===== src/rtl/id_ex_stage.sv =====
// ID/EX pipeline register with operand selection and hazard detection.
// Define ID_EX_FORWARDING_EN for EX/MEM + MEM/WB forwarding with load-use stalls; default build stalls on every RAW.
module id_ex_stage #(
   parameter int XLEN = 32
) (
   input  logic            clk,
   input  logic            rst,
   input  logic            id_valid,
   input  logic [XLEN-1:0] id_pc,
   input  logic [4:0]      id_rs1,
   input  logic [4:0]      id_rs2,
   input  logic [4:0]      id_rd,
   input  logic [XLEN-1:0] id_rs1_data,
   input  logic [XLEN-1:0] id_rs2_data,
   input  logic [XLEN-1:0] id_imm,
   input  logic            id_alu_src,
   input  logic            id_uses_rs2,
   input  logic [3:0]      id_alu_op,
   input  logic            id_reg_write,
   input  logic            id_mem_read,
   input  logic            id_mem_write,
   input  logic            flush,
   input  logic [4:0]      exm_rd,
   input  logic            exm_reg_write,
   input  logic [XLEN-1:0] exm_result,
   input  logic [4:0]      mwb_rd,
   input  logic            mwb_reg_write,
   input  logic [XLEN-1:0] mwb_result,
   output logic [XLEN-1:0] alu_a,
   output logic [XLEN-1:0] alu_b,
   output logic [3:0]      alu_op,
   output logic            ex_valid,
   output logic            ex_reg_write,
   output logic            ex_mem_read,
   output logic            ex_mem_write,
   output logic [4:0]      ex_rd,
   output logic [XLEN-1:0] ex_pc,
   output logic [XLEN-1:0] ex_store_data,
   output logic            hazard_stall
);
   localparam logic [3:0] ALU_ADD = 4'h0;

   logic            ex_valid_q, ex_valid_d;
   logic            ex_reg_write_q, ex_reg_write_d;
   logic            ex_mem_read_q, ex_mem_read_d;
   logic            ex_mem_write_q, ex_mem_write_d;
   logic [4:0]      ex_rd_q, ex_rd_d;
   logic [3:0]      alu_op_q, alu_op_d;
   logic [XLEN-1:0] ex_pc_q, ex_pc_d;
   logic [4:0]      rs1_q, rs1_d;
   logic [4:0]      rs2_q, rs2_d;
   logic [XLEN-1:0] rs1_data_q, rs1_data_d;
   logic [XLEN-1:0] rs2_data_q, rs2_data_d;
   logic [XLEN-1:0] imm_q, imm_d;
   logic            alu_src_q, alu_src_d;
   logic            bubble;
   logic [XLEN-1:0] rs1_fwd;
   logic [XLEN-1:0] rs2_fwd;

   // Datapath fields are always captured; only the control fields are squashed for a bubble.
   always_comb begin
      bubble         = flush || hazard_stall || !id_valid;
      ex_pc_d        = id_pc;
      rs1_d          = id_rs1;
      rs2_d          = id_rs2;
      rs1_data_d     = id_rs1_data;
      rs2_data_d     = id_rs2_data;
      imm_d          = id_imm;
      alu_src_d      = id_alu_src;
      ex_valid_d     = 1'b0;
      ex_reg_write_d = 1'b0;
      ex_mem_read_d  = 1'b0;
      ex_mem_write_d = 1'b0;
      ex_rd_d        = 5'd0;
      alu_op_d       = ALU_ADD;
      if (!bubble) begin
         ex_valid_d     = 1'b1;
         ex_reg_write_d = id_reg_write;
         ex_mem_read_d  = id_mem_read;
         ex_mem_write_d = id_mem_write;
         ex_rd_d        = id_rd;
         alu_op_d       = id_alu_op;
      end
   end

   always_ff @(posedge clk or posedge rst) begin
      if (rst) begin
         ex_valid_q     <= 1'b0;
         ex_reg_write_q <= 1'b0;
         ex_mem_read_q  <= 1'b0;
         ex_mem_write_q <= 1'b0;
         ex_rd_q        <= 5'd0;
         alu_op_q       <= ALU_ADD;
         ex_pc_q        <= '0;
         rs1_q          <= 5'd0;
         rs2_q          <= 5'd0;
         rs1_data_q     <= '0;
         rs2_data_q     <= '0;
         imm_q          <= '0;
         alu_src_q      <= 1'b0;
      end else begin
         ex_valid_q     <= ex_valid_d;
         ex_reg_write_q <= ex_reg_write_d;
         ex_mem_read_q  <= ex_mem_read_d;
         ex_mem_write_q <= ex_mem_write_d;
         ex_rd_q        <= ex_rd_d;
         alu_op_q       <= alu_op_d;
         ex_pc_q        <= ex_pc_d;
         rs1_q          <= rs1_d;
         rs2_q          <= rs2_d;
         rs1_data_q     <= rs1_data_d;
         rs2_data_q     <= rs2_data_d;
         imm_q          <= imm_d;
         alu_src_q      <= alu_src_d;
      end
   end

`ifdef ID_EX_FORWARDING_EN
   // EX/MEM is the younger result, so it wins over MEM/WB; x0 is never forwarded.
   always_comb begin
      rs1_fwd = rs1_data_q;
      if (exm_reg_write && exm_rd != 5'd0 && exm_rd == rs1_q)
         rs1_fwd = exm_result;
      else if (mwb_reg_write && mwb_rd != 5'd0 && mwb_rd == rs1_q)
         rs1_fwd = mwb_result;
   end

   always_comb begin
      rs2_fwd = rs2_data_q;
      if (exm_reg_write && exm_rd != 5'd0 && exm_rd == rs2_q)
         rs2_fwd = exm_result;
      else if (mwb_reg_write && mwb_rd != 5'd0 && mwb_rd == rs2_q)
         rs2_fwd = mwb_result;
   end

   // Only a load in EX cannot be forwarded in time; one bubble resolves it.
   assign hazard_stall = !flush && id_valid && ex_valid_q && ex_mem_read_q &&
                         (ex_rd_q != 5'd0) &&
                         ((id_rs1 == ex_rd_q) || (id_uses_rs2 && (id_rs2 == ex_rd_q)));
`else
   logic rs1_hit;
   logic rs2_hit;
   logic unused_fwd_inputs;

   assign rs1_fwd = rs1_data_q;
   assign rs2_fwd = rs2_data_q;

   // Wait until no in-flight writer (EX, EX/MEM, MEM/WB) targets a source register.
   assign rs1_hit = (id_rs1 != 5'd0) &&
                    ((ex_valid_q && ex_reg_write_q && (id_rs1 == ex_rd_q)) ||
                     (exm_reg_write && (id_rs1 == exm_rd)) ||
                     (mwb_reg_write && (id_rs1 == mwb_rd)));
   assign rs2_hit = id_uses_rs2 && (id_rs2 != 5'd0) &&
                    ((ex_valid_q && ex_reg_write_q && (id_rs2 == ex_rd_q)) ||
                     (exm_reg_write && (id_rs2 == exm_rd)) ||
                     (mwb_reg_write && (id_rs2 == mwb_rd)));
   assign hazard_stall = !flush && id_valid && (rs1_hit || rs2_hit);

   assign unused_fwd_inputs = ^{exm_result, mwb_result, rs1_q, rs2_q, ex_mem_read_q};
`endif

   assign alu_a         = rs1_fwd;
   assign alu_b         = alu_src_q ? imm_q : rs2_fwd;
   assign ex_store_data = rs2_fwd;
   assign alu_op        = alu_op_q;
   assign ex_valid      = ex_valid_q;
   assign ex_reg_write  = ex_reg_write_q;
   assign ex_mem_read   = ex_mem_read_q;
   assign ex_mem_write  = ex_mem_write_q;
   assign ex_rd         = ex_rd_q;
   assign ex_pc         = ex_pc_q;
endmodule


===== config.mk =====
export PLATFORM = sky130hd
export DESIGN_NAME = id_ex_stage
export DESIGN_NICKNAME = d
export VERILOG_FILES = /design/src/rtl/id_ex_stage.sv
export SDC_FILE = /design/constraint.sdc
export NUM_CORES = 1
export LEC_CHECK = 0
export ABC_CLOCK_PERIOD_IN_PS = 5300
export BUFFER_PORTS_ARGS = -buffer_cell sky130_fd_sc_hd__buf_4
export CAP_MARGIN = 30
export CORE_AREA = 8 8 140 142
export DETAILED_ROUTE_END_ITERATION = 12
export DIE_AREA = 0 0 148 150
export GPL_ROUTABILITY_DRIVEN = 0
export PLACE_DENSITY = 0.56
export SYNTH_ARGS = -nofsm -noshare
export SYNTH_HDL_FRONTEND = slang
export SYNTH_SLANG_ARGS = --single-unit

===== constraint.sdc =====
create_clock -name clk -period 5.3 [get_ports clk]
set_input_delay 1.06 -clock clk [delete_from_list [all_inputs] [get_ports clk]]
set_output_delay 1.06 -clock clk [all_outputs]
set_load 0.01 [all_outputs]

==> results of run 1 <==
-- layer usage --
layer,vias up,GRT usage
met2,186,0.220
li1,1515,-
met1,1631,0.150
met5,-,0
met4,0,0.0602
met3,16,0.0596
-- path summary, 6_finish.rpt --
kind	start	to	slack (ns)
max reg2reg	ex_rd[3]$_DFF_PP0_	ex_mem_read$_DFF_PP0_	3.42
min reg2reg	ex_reg_write$_DFF_PP0_	ex_rd[4]$_DFF_PP0_	1.06
max	id_rs2[2]	hazard_stall	1.53
min in group clk	id_pc[9]	ex_pc[9]$_DFF_PP0_	0.75
max in group asynchronous	rst	alu_a[25]$_DFF_PP0_	4.05
min	rst	ex_pc[27]$_DFF_PP0_	0.55
-- registers in the layout, indices dropped and copies added, names as in the netlist --
name           cells
ex_rd              5
alu_src_q          1
ex_mem_read        1
alu_op             4
ex_pc             32
ex_reg_write       1
imm_q             32
ex_valid           1
ex_mem_write       1
alu_a             32
ex_store_data     32
-- where the power goes --
part	internal (mW)	switching, mW
logic	0.181	0.135
clock network	0.702	0.475
registers	1.14	0.0214
-- cell usage after synthesis (2+ instances only) --
| library cell | number |
|---|---|
| xnor2_1 | 8 |
| xor2_1 | 22 |
| nor3_1 | 2 |
| dfrtp_1 | 142 |
| nor4_1 | 5 |
| nand3_1 | 3 |
| nand2_1 | 13 |
| buf_6 | 2 |
| nor3_2 | 10 |
| mux2_1 | 31 |
| nor2_1 | 2 |
| buf_1 | 2 |
| clkbuf_1 | 3 |
-- layout by cell type (no fill, tap or decap), types with 2 or more instances in the layout --
master        n
nor4_1        5
xnor2_1       8
clkinv_4      3
nor3_2       10
inv_6         4
nor2_1        2
buf_4       312
dfrtp_1     142
nor3_1        2
nand3_1       3
clkbuf_16    17
nand2_1      13
xor2_1       22
clkinvlp_4    2
inv_8         2
mux2_1       31
bufinv_16     2
-- final cells by class --
| cell class | instances | share of cell area |
|---|---|---|
| tap | 229 | 0.0370 |
| sequential | 142 | 0.459 |
| multi-input combinational | 108 | 0.122 |
| clock buffer | 18 | 0.0554 |
| timing repair buffer | 313 | 0.306 |
| inverter | 1 | 0.00113 |
| clock inverter | 13 | 0.0200 |
-- logic make-up (layout without fill, tap and decap cells) --
group | count (synthesis) | count (layout) | synth area share
buffers and inverters | 8 | 345 | 0.00992
AO/OA/AOI/OAI | 5 | 5 | 0.0121
flip-flops | 142 | 142 | 0.783
XOR/XNOR | 30 | 30 | 0.0579
multiplexers | 32 | 32 | 0.0794
AND/OR/NAND/NOR | 41 | 41 | 0.0579
==> reports/results.ini, run 1 <==
[setup_path]
cp_slowest_stage_delay_ns=0.54
critPathMaxFanout=14
end_kind=output pin
cp.arrival_ns=2.71
crit_chain=buf_4 > xor2_1 > nor4_1 > nand3_1 > a31oi_4 > o21a_1 > buf_4
crit_slowest_cell=a31oi_4
reg2reg_depth=5
cp_num_cells=7
cp-start-kind=input pin
critPathBufInv=2
critPathKind=input pin to output pin
required_ns=4.24
critPathTopFamily=compound AO/OA/AOI/OAI gates
crit_top_cell=buf_4

[drt]
wl_met3_um=1560
first_pass_iters=4
drt_iter0_markers=90
route.met2.wl_um=7440
viasPerCell=4.06
met1_length_um=5770
final_antenna_net_count=0
routed_wl_um=15100
drc=0
highest_layer=met4
routedWlPerCell_um=18.3
num_vias=3348

[global_route]
overflow=0
grt_max_degree=105
antenna_found_initial=0
grt_pass1_wl_um=22300
first_global_vias=3834
grt_usage=0.135

[yosys]
synth_area_leaders=dfrtp_1 (78%), mux2_1 (7.7%), xor2_1 (4.2%)
syn_nets=490
synth_top_cell_by_area=dfrtp_1
syn-cell-area_mm2=0.00454
synth_edf_count=0
syn_avg_cell_area_um2=17.6
ys_seq_area_frac=0.783
synthFlopType=dfrtp_1
async_flop_share=1.00
synth.top_cell.area_share=0.783
synth_seq_cells=142
ys_warn_count=0
synthCells=258
synth_cell_types=26

[sta]
setup_tns_ns=0
finalSetupViolCount=0
finalClockSkew_ns=0.00362
setup_ws_ns=1.53
hold_viol_final=0
drv_slew=0
rsz0062_at_grt=false
max_freq_mhz=265
fin_crit_sh=0.712
period_minus_slack_ns=3.77
worstMarginPinSlew_ns=0.827
hold_ws_ns=0.546
max_slew_margin=0.448

[clocking]
cts_setup_buffers=0
cts_buffer_depth=2
root_buffer=clkbuf_16
cts_tree=built
clk_latency_ns=0.41
cts_buffers=17
clock_sinks=142
ctsHoldBuffers=0
htreeDepth=4
cts.clk_slew.worst_paths_ns=0.06
cts_resized=0

[floorplan]
die_area_mm2=0.0222
rows=49
die_y_um=150
fp.coreArea_mm2=0.0175
die_w_um=148
pin_count=374
start_util=0.259

[place]
dpl_cell_area_mm2=0.00713
dp_cells=792
io_buffers=309
dp_slack_ns=1.52
dp_hpwl_um=11900

[final_layout]
syn_to_final_growth_pct=70.6
layout-drive-gt1-share=0.605
multiInputGateArea_um2=941
seq_area_mm2=0.00355
final.fill_count=1638
finish.utilization=0.442
instances_no_fill=824
stdcell_area_mm2=0.00774
antenna_cells=0
layout.nets=815

[power]
irDropWorstVdd_uv=201
finalPower_mw=2.65
power.density_mw_per_mm2=343
total_leakage_power_nw=3.84

[flow_run]
cap_violations=0

[outcome]
status=completed

[hold_path]
hp-class=input pin to asynchronous set/reset pin

(Power assumes the default switching activity.)
==> run 2: changes to the inputs <==
ABC_CLOCK_PERIOD_IN_PS = 3100   (was 5300)
CORE_AREA = 8 8 138 140   (was 8 8 140 142)
DIE_AREA = 0 0 146 148   (was 0 0 148 150)
PLACE_DENSITY = 0.6   (was 0.56)
clock period = 3.1 ns   (was 5.3 ns; I/O delays follow)
==> run 2 against run 1 <==
Via count is 0.69% lower. Non-clock buffer count up 1. Worst hold slack got worse by 0.24 ns. Critical path type is now register to output pin. Largest power group unchanged. Core utilization increased by 1.6 points. Combinational power is 71% higher. Critical endpoint unchanged. Highest routed layer unchanged. Wire length is 1.5% lower. Flip-flop and latch count stayed put. Clock-buffer cell count rose by 1. Critical path depth decreased by 1. Cell area rose by 0.15%.
==> reports/results.ini, run 2 (synthesis results as in run 1) <==
[outcome]
status=completed  ; unchanged

[floorplan]
die_y_um=148  ; was 150 um
die_w_um=146  ; was 148 um
start_util=0.268  ; was 0.259
pin_count=374  ; unchanged
fp.coreArea_mm2=0.0169  ; was 0.0175 mm2
rows=48  ; was 49
die_area_mm2=0.0216  ; was 0.0222 mm2

[sta]
max_slew_margin=0.484  ; was 0.448
max_freq_mhz=393
setup_tns_ns=0  ; unchanged
hold_ws_ns=0.309  ; was 0.546 ns
period_minus_slack_ns=2.54
fin_crit_sh=0.820
drv_slew=0  ; unchanged
finalSetupViolCount=0  ; unchanged
worstMarginPinSlew_ns=0.774  ; was 0.827 ns
finalClockSkew_ns=0.00291  ; was 0.00362 ns
rsz0062_at_grt=false  ; unchanged
hold_viol_final=0  ; unchanged

[global_route]
grt_pass1_wl_um=22400  ; was 22300 um
grt_usage=0.136  ; was 0.135
grt_max_degree=143  ; was 105
first_global_vias=3819  ; was 3834
overflow=0  ; unchanged
antenna_found_initial=0  ; unchanged

[drt]
drt_iter0_markers=90  ; unchanged
wl_met3_um=1340  ; was 1560 um
final_antenna_net_count=0  ; unchanged
drc=0  ; unchanged
first_pass_iters=4  ; unchanged
routed_wl_um=14900  ; was 15100 um
highest_layer=met4  ; unchanged
num_vias=3325  ; was 3348
route.met2.wl_um=7680  ; was 7440 um
routedWlPerCell_um=18.1  ; was 18.3 um
viasPerCell=4.05  ; was 4.06
met1_length_um=5560  ; was 5770 um

[clocking]
root_buffer=clkbuf_16  ; unchanged
cts_buffer_depth=2  ; unchanged
clock_sinks=142  ; unchanged
cts_setup_buffers=0  ; unchanged
cts_resized=0  ; unchanged
htreeDepth=4  ; unchanged
cts_buffers=17  ; unchanged
clk_latency_ns=0.41  ; about the same
cts_tree=built  ; unchanged
ctsHoldBuffers=0  ; unchanged
cts.clk_slew.worst_paths_ns=0.06  ; about the same

[power]
power.density_mw_per_mm2=590  ; was 343 mW/mm2
finalPower_mw=4.57  ; was 2.65 mW
irDropWorstVdd_uv=339  ; was 201 uV
total_leakage_power_nw=3.86  ; was 3.84 nW

[place]
dp_hpwl_um=11800  ; was 11900 um
io_buffers=309  ; unchanged

[setup_path]
cp-start-kind=register  ; was input pin
critPathKind=register to output pin  ; was input pin to output pin
critPathMaxFanout=3  ; was 14
cp.arrival_ns=1.92  ; was 2.71 ns
end_kind=output pin  ; unchanged
required_ns=2.48  ; was 4.24 ns

[final_layout]
layout-drive-gt1-share=0.607  ; was 0.605
final.fill_count=1588  ; was 1638
layout.nets=816  ; was 815
antenna_cells=0  ; unchanged
syn_to_final_growth_pct=70.8  ; was 70.6%
final_cell_mix=buf_4 (313), dfrtp_1 (142), mux2_1 (31), xor2_1 (22), clkbuf_16 (17)  ; was buf_4 (312), dfrtp_1 (142), mux2_1 (31), xor2_1 (22), clkbuf_16 (17)
layout_commonest_cell=buf_4  ; unchanged

[flow_run]
cap_violations=0  ; unchanged

[hold_path]
hp-class=input pin to register  ; was input pin to asynchronous set/reset pin

-- run 2: cell types whose count changed in the layout (fill, tap and decap cells not counted), sizes merged --
cell	delta
clkbuf	+1
buf	+1
clkinv	-1
clkinvlp	-1
inv	+1
-- run 2: worst paths after layout --
kind	startpoint	to	slack [ns]	depth (start not counted)
min in group asynchronous	rst	alu_a[28]$_DFF_PP0_	0.41	3
worst min register to register	ex_reg_write$_DFF_PP0_	ex_mem_write$_DFF_PP0_	1.09	5
max in group asynchronous	rst	ex_rd[2]$_DFF_PP0_	2.08	3
worst max register to register	ex_rd[1]$_DFF_PP0_	ex_mem_read$_DFF_PP0_	1.35	6
worst min-delay path	id_rs1_data[10]	alu_a[10]$_DFF_PP0_	0.31	1
worst max-delay path	ex_rd[1]$_DFF_PP0_	hazard_stall	0.56	6
-- run 2: layout make-up --
cell class | count | area [um2] | share of cell area
repair buffers | 314 | 2370 | 0.306
flip-flops and latches | 142 | 3550 | 0.458
clock inverters | 12 | 149 | 0.0192
multi-input cells | 108 | 941 | 0.121
clock buffers | 19 | 453 | 0.0584
well taps | 225 | 282 | 0.0363
inverters | 1 | 7.51 | 0.000968
-- run 2: where the power goes --
part / switching, mW / leakage (nW) / total (mW) / internal (mW)
registers: 0.0345 / 1.68 / 1.98 / 1.95
logic: 0.231 / 1.88 / 0.540 / 0.309
clock network: 0.804 / 0.299 / 2.05 / 1.25
-- run 2: through the flow --
step / area [um2] / utilization / worst slack (ns) / cells
4_1_cts: 7750 / 0.458 / 0.528 / 821
5_1_grt: 7750 / 0.458 / 0.417 / 821
2_1_floorplan: 4540 / - / 0.703 / 258
3_3_place_gp: 7150 / 0.422 / 0.576 / 790
3_5_place_dp: 7150 / 0.422 / 0.567 / 790
6_report: 7750 / 0.458 / 0.558 / 821
-- run 2: critical path, cell delays in order (launching register included) --
cell and delay, ns:
dfrtp_1 0.41, xnor2_1 0.18, nand4_1 0.11, or3_1 0.40, a31oi_4 0.17, o21a_1 0.13, buf_4 0.12
-- run 2: routing by layer --
layer	vias up	global-route usage
li1	1513	-
met1	1618	0.145
met2	175	0.231
met3	19	0.0627
met4	0	0.0546
met5	-	0
==> run 3: changes to the inputs <==
ABC_CLOCK_PERIOD_IN_PS = 2600   (was 3100)
CORE_AREA = 8 8 140 142   (was 8 8 138 140)
DIE_AREA = 0 0 148 150   (was 0 0 146 148)
PLACE_DENSITY = 0.56   (was 0.6)
clock period = 2.6 ns   (was 3.1 ns; I/O delays follow)
==> run 3 against run 2 <==
Final cell count rose by 0.85%. Die area rose by 2.7%. Critical path depth did not move. Global-route usage fell by 0.052 points. Critical path type unchanged. Wire length rose by 2.8%. Critical endpoint unchanged.
==> reports/results.ini, run 3 (synthesis results as in run 1) <==
[setup_path]
reg2reg_slack_ns=0.86  ; was 1.35 ns
reg2reg_depth=6  ; unchanged
end_kind=output pin  ; unchanged
required_ns=2.08  ; was 2.48 ns
r2r_start=ex_rd[2]$_DFF_PP0_  ; was ex_rd[1]$_DFF_PP0_
cp.arrival_ns=1.95  ; was 1.92 ns
crit_start=ex_rd[2]$_DFF_PP0_  ; was ex_rd[1]$_DFF_PP0_
cp-endpoint=hazard_stall  ; unchanged
cp-start-kind=register  ; unchanged
critPathMaxFanout=3  ; unchanged
rr_endpoint=ex_reg_write$_DFF_PP0_  ; was ex_mem_read$_DFF_PP0_
critPathKind=register to output pin  ; unchanged

[drt]
first_pass_iters=4  ; unchanged
drc=0  ; unchanged
routedWlPerCell_um=18.5  ; was 18.1 um
viasPerCell=4.07  ; was 4.05
routed_wl_um=15300  ; was 14900 um
drt_iter0_markers=61  ; was 90
num_vias=3367  ; was 3325
final_antenna_net_count=0  ; unchanged

[sta]
hold_viol_final=0  ; unchanged
setup_tns_ns=0  ; unchanged
max_slew_margin=0.612  ; was 0.484
rsz0062_at_grt=false  ; unchanged
drv_slew=0  ; unchanged
worstMarginPinSlew_ns=0.581  ; was 0.774 ns
period_minus_slack_ns=2.47
fin_crit_sh=0.949
finalClockSkew_ns=0.00783  ; was 0.00291 ns
hold_ws_ns=0.182  ; was 0.309 ns
finalSetupViolCount=0  ; unchanged
max_freq_mhz=405

[power]
p_int_mw=4.11  ; was 3.50 mW
irDropWorstVdd_uv=469  ; was 339 uV
p_switching_mw=1.28  ; was 1.07 mW
p_sw_frac=0.238  ; was 0.234
combPwrFrac=0.121  ; was 0.118
power_frac_seq=0.438  ; was 0.433
clockPowerShare=0.441  ; was 0.449
total_leakage_power_nw=3.85  ; was 3.86 nW
power.density_mw_per_mm2=692  ; was 590 mW/mm2

[final_layout]
syn_to_final_growth_pct=71.4  ; was 70.8%
stdcell_area_mm2=0.00778  ; was 0.00775 mm2
seq_area_mm2=0.00355  ; unchanged
finish.utilization=0.444  ; was 0.458
layout_commonest_cell=buf_4  ; unchanged
layout-drive-gt1-share=0.611  ; was 0.607
antenna_cells=0  ; unchanged
final.fill_count=1663  ; was 1588
layout.nets=818  ; was 816
multiInputGateArea_um2=947  ; was 941 um2
final_cell_mix=buf_4 (314), dfrtp_1 (142), mux2_1 (31), xor2_1 (22), clkbuf_16 (17)  ; was buf_4 (313), dfrtp_1 (142), mux2_1 (31), xor2_1 (22), clkbuf_16 (17)

[clocking]
cts_buffers=17  ; unchanged
clk_latency_ns=0.41  ; about the same
root_buffer=clkbuf_16  ; unchanged
cts_tree=built  ; unchanged
cts.clk_slew.worst_paths_ns=0.06  ; about the same
cts_buffer_depth=2  ; unchanged
clock_sinks=142  ; unchanged
htreeDepth=4  ; unchanged
ctsHoldBuffers=0  ; unchanged

[place]
dp_hpwl_um=12200  ; was 11800 um
dpl_cell_area_mm2=0.00719  ; was 0.00715 mm2
io_buffers=309  ; unchanged

[floorplan]
rows=49  ; was 48
die_y_um=150  ; was 148 um
start_util=0.259  ; was 0.268
fp.coreArea_mm2=0.0175  ; was 0.0169 mm2
die_w_um=148  ; was 146 um
die_area_mm2=0.0222  ; was 0.0216 mm2
pin_count=374  ; unchanged

[flow_run]
cap_violations=0  ; unchanged

[global_route]
antenna_found_initial=0  ; unchanged
first_global_vias=3931  ; was 3819
grt_usage=0.136  ; about the same
overflow=0  ; unchanged
grt_pass1_wl_um=22700  ; was 22400 um
grt_max_degree=62  ; was 143

[outcome]
status=completed  ; unchanged

[hold_path]
hp-class=input pin to asynchronous set/reset pin  ; was input pin to register

run 3: what timing repair did:
item,CTS,global route
gates resized for setup,0,1
buffers inserted,0,0
setup endpoints to repair,0,1
run 3: final cells by class:
type,instances,share of cell area
flip-flops and latches,142,0.457
inverters,1,0.000965
multi-input cells,108,0.122
well taps,229,0.0368
clock inverters,12,0.0159
repair buffers,316,0.308
clock buffers,20,0.0600
run 3: power groups by stage:
| stage | registers, mW | logic, mW | clock network (mW) |
|---|---|---|---|
| final | 2.36 | 0.651 | 2.38 |
| after global routing | 2.37 | 0.705 | 2.57 |
| after CTS | 2.36 | 0.667 | 2.48 |
| after detailed placement | 2.40 | 0.665 | 0 |
| after global placement | 2.40 | 0.657 | 0 |
| after floorplan | 2.44 | 0.154 | 0 |
run 3: routing by layer:
layer / up-vias / wire [um] / GRT usage
li1: 1520 / - / -
met1: 1654 / 5590 / 0.142
met2: 181 / 7970 / 0.240
met3: 12 / 1570 / 0.0659
met4: 0 / 143 / 0.0352
met5: - / 0 / 0
run 3: worst min path at each step:
stage / cells after the start / slack, ns / start / to
floorplan: 0 / 0.55 / id_rs1_data[0] / alu_a[0]$_DFF_PP0_
global placement: 2 / 0.62 / rst / alu_a[18]$_DFF_PP0_
detailed placement: 2 / 0.62 / rst / alu_a[8]$_DFF_PP0_
CTS: 2 / 0.17 / rst / alu_a[18]$_DFF_PP0_
global route: 1 / 0.18 / id_pc[10] / ex_pc[10]$_DFF_PP0_
finish: 2 / 0.18 / rst / alu_a[18]$_DFF_PP0_
run 3: critical path: stages, from the launching register on:
cell and delay, ns:
dfrtp_1 0.42, xnor2_1 0.17, nand4_1 0.11, or3_1 0.40, a31oi_4 0.17, o21a_1 0.15
buf_4 0.12
run 3: through the flow:
| step | power [mW] | worst slack [ns] | cells |
|---|---|---|---|
| after floorplan | 2.59 | 0.303 | 258 |
| after global placement | 3.06 | 0.294 | 796 |
| after detailed placement | 3.07 | 0.292 | 796 |
| after CTS | 5.51 | 0.0833 | 828 |
| after global routing | 5.64 | 0.0226 | 828 |
| final | 5.39 | 0.133 | 828 |
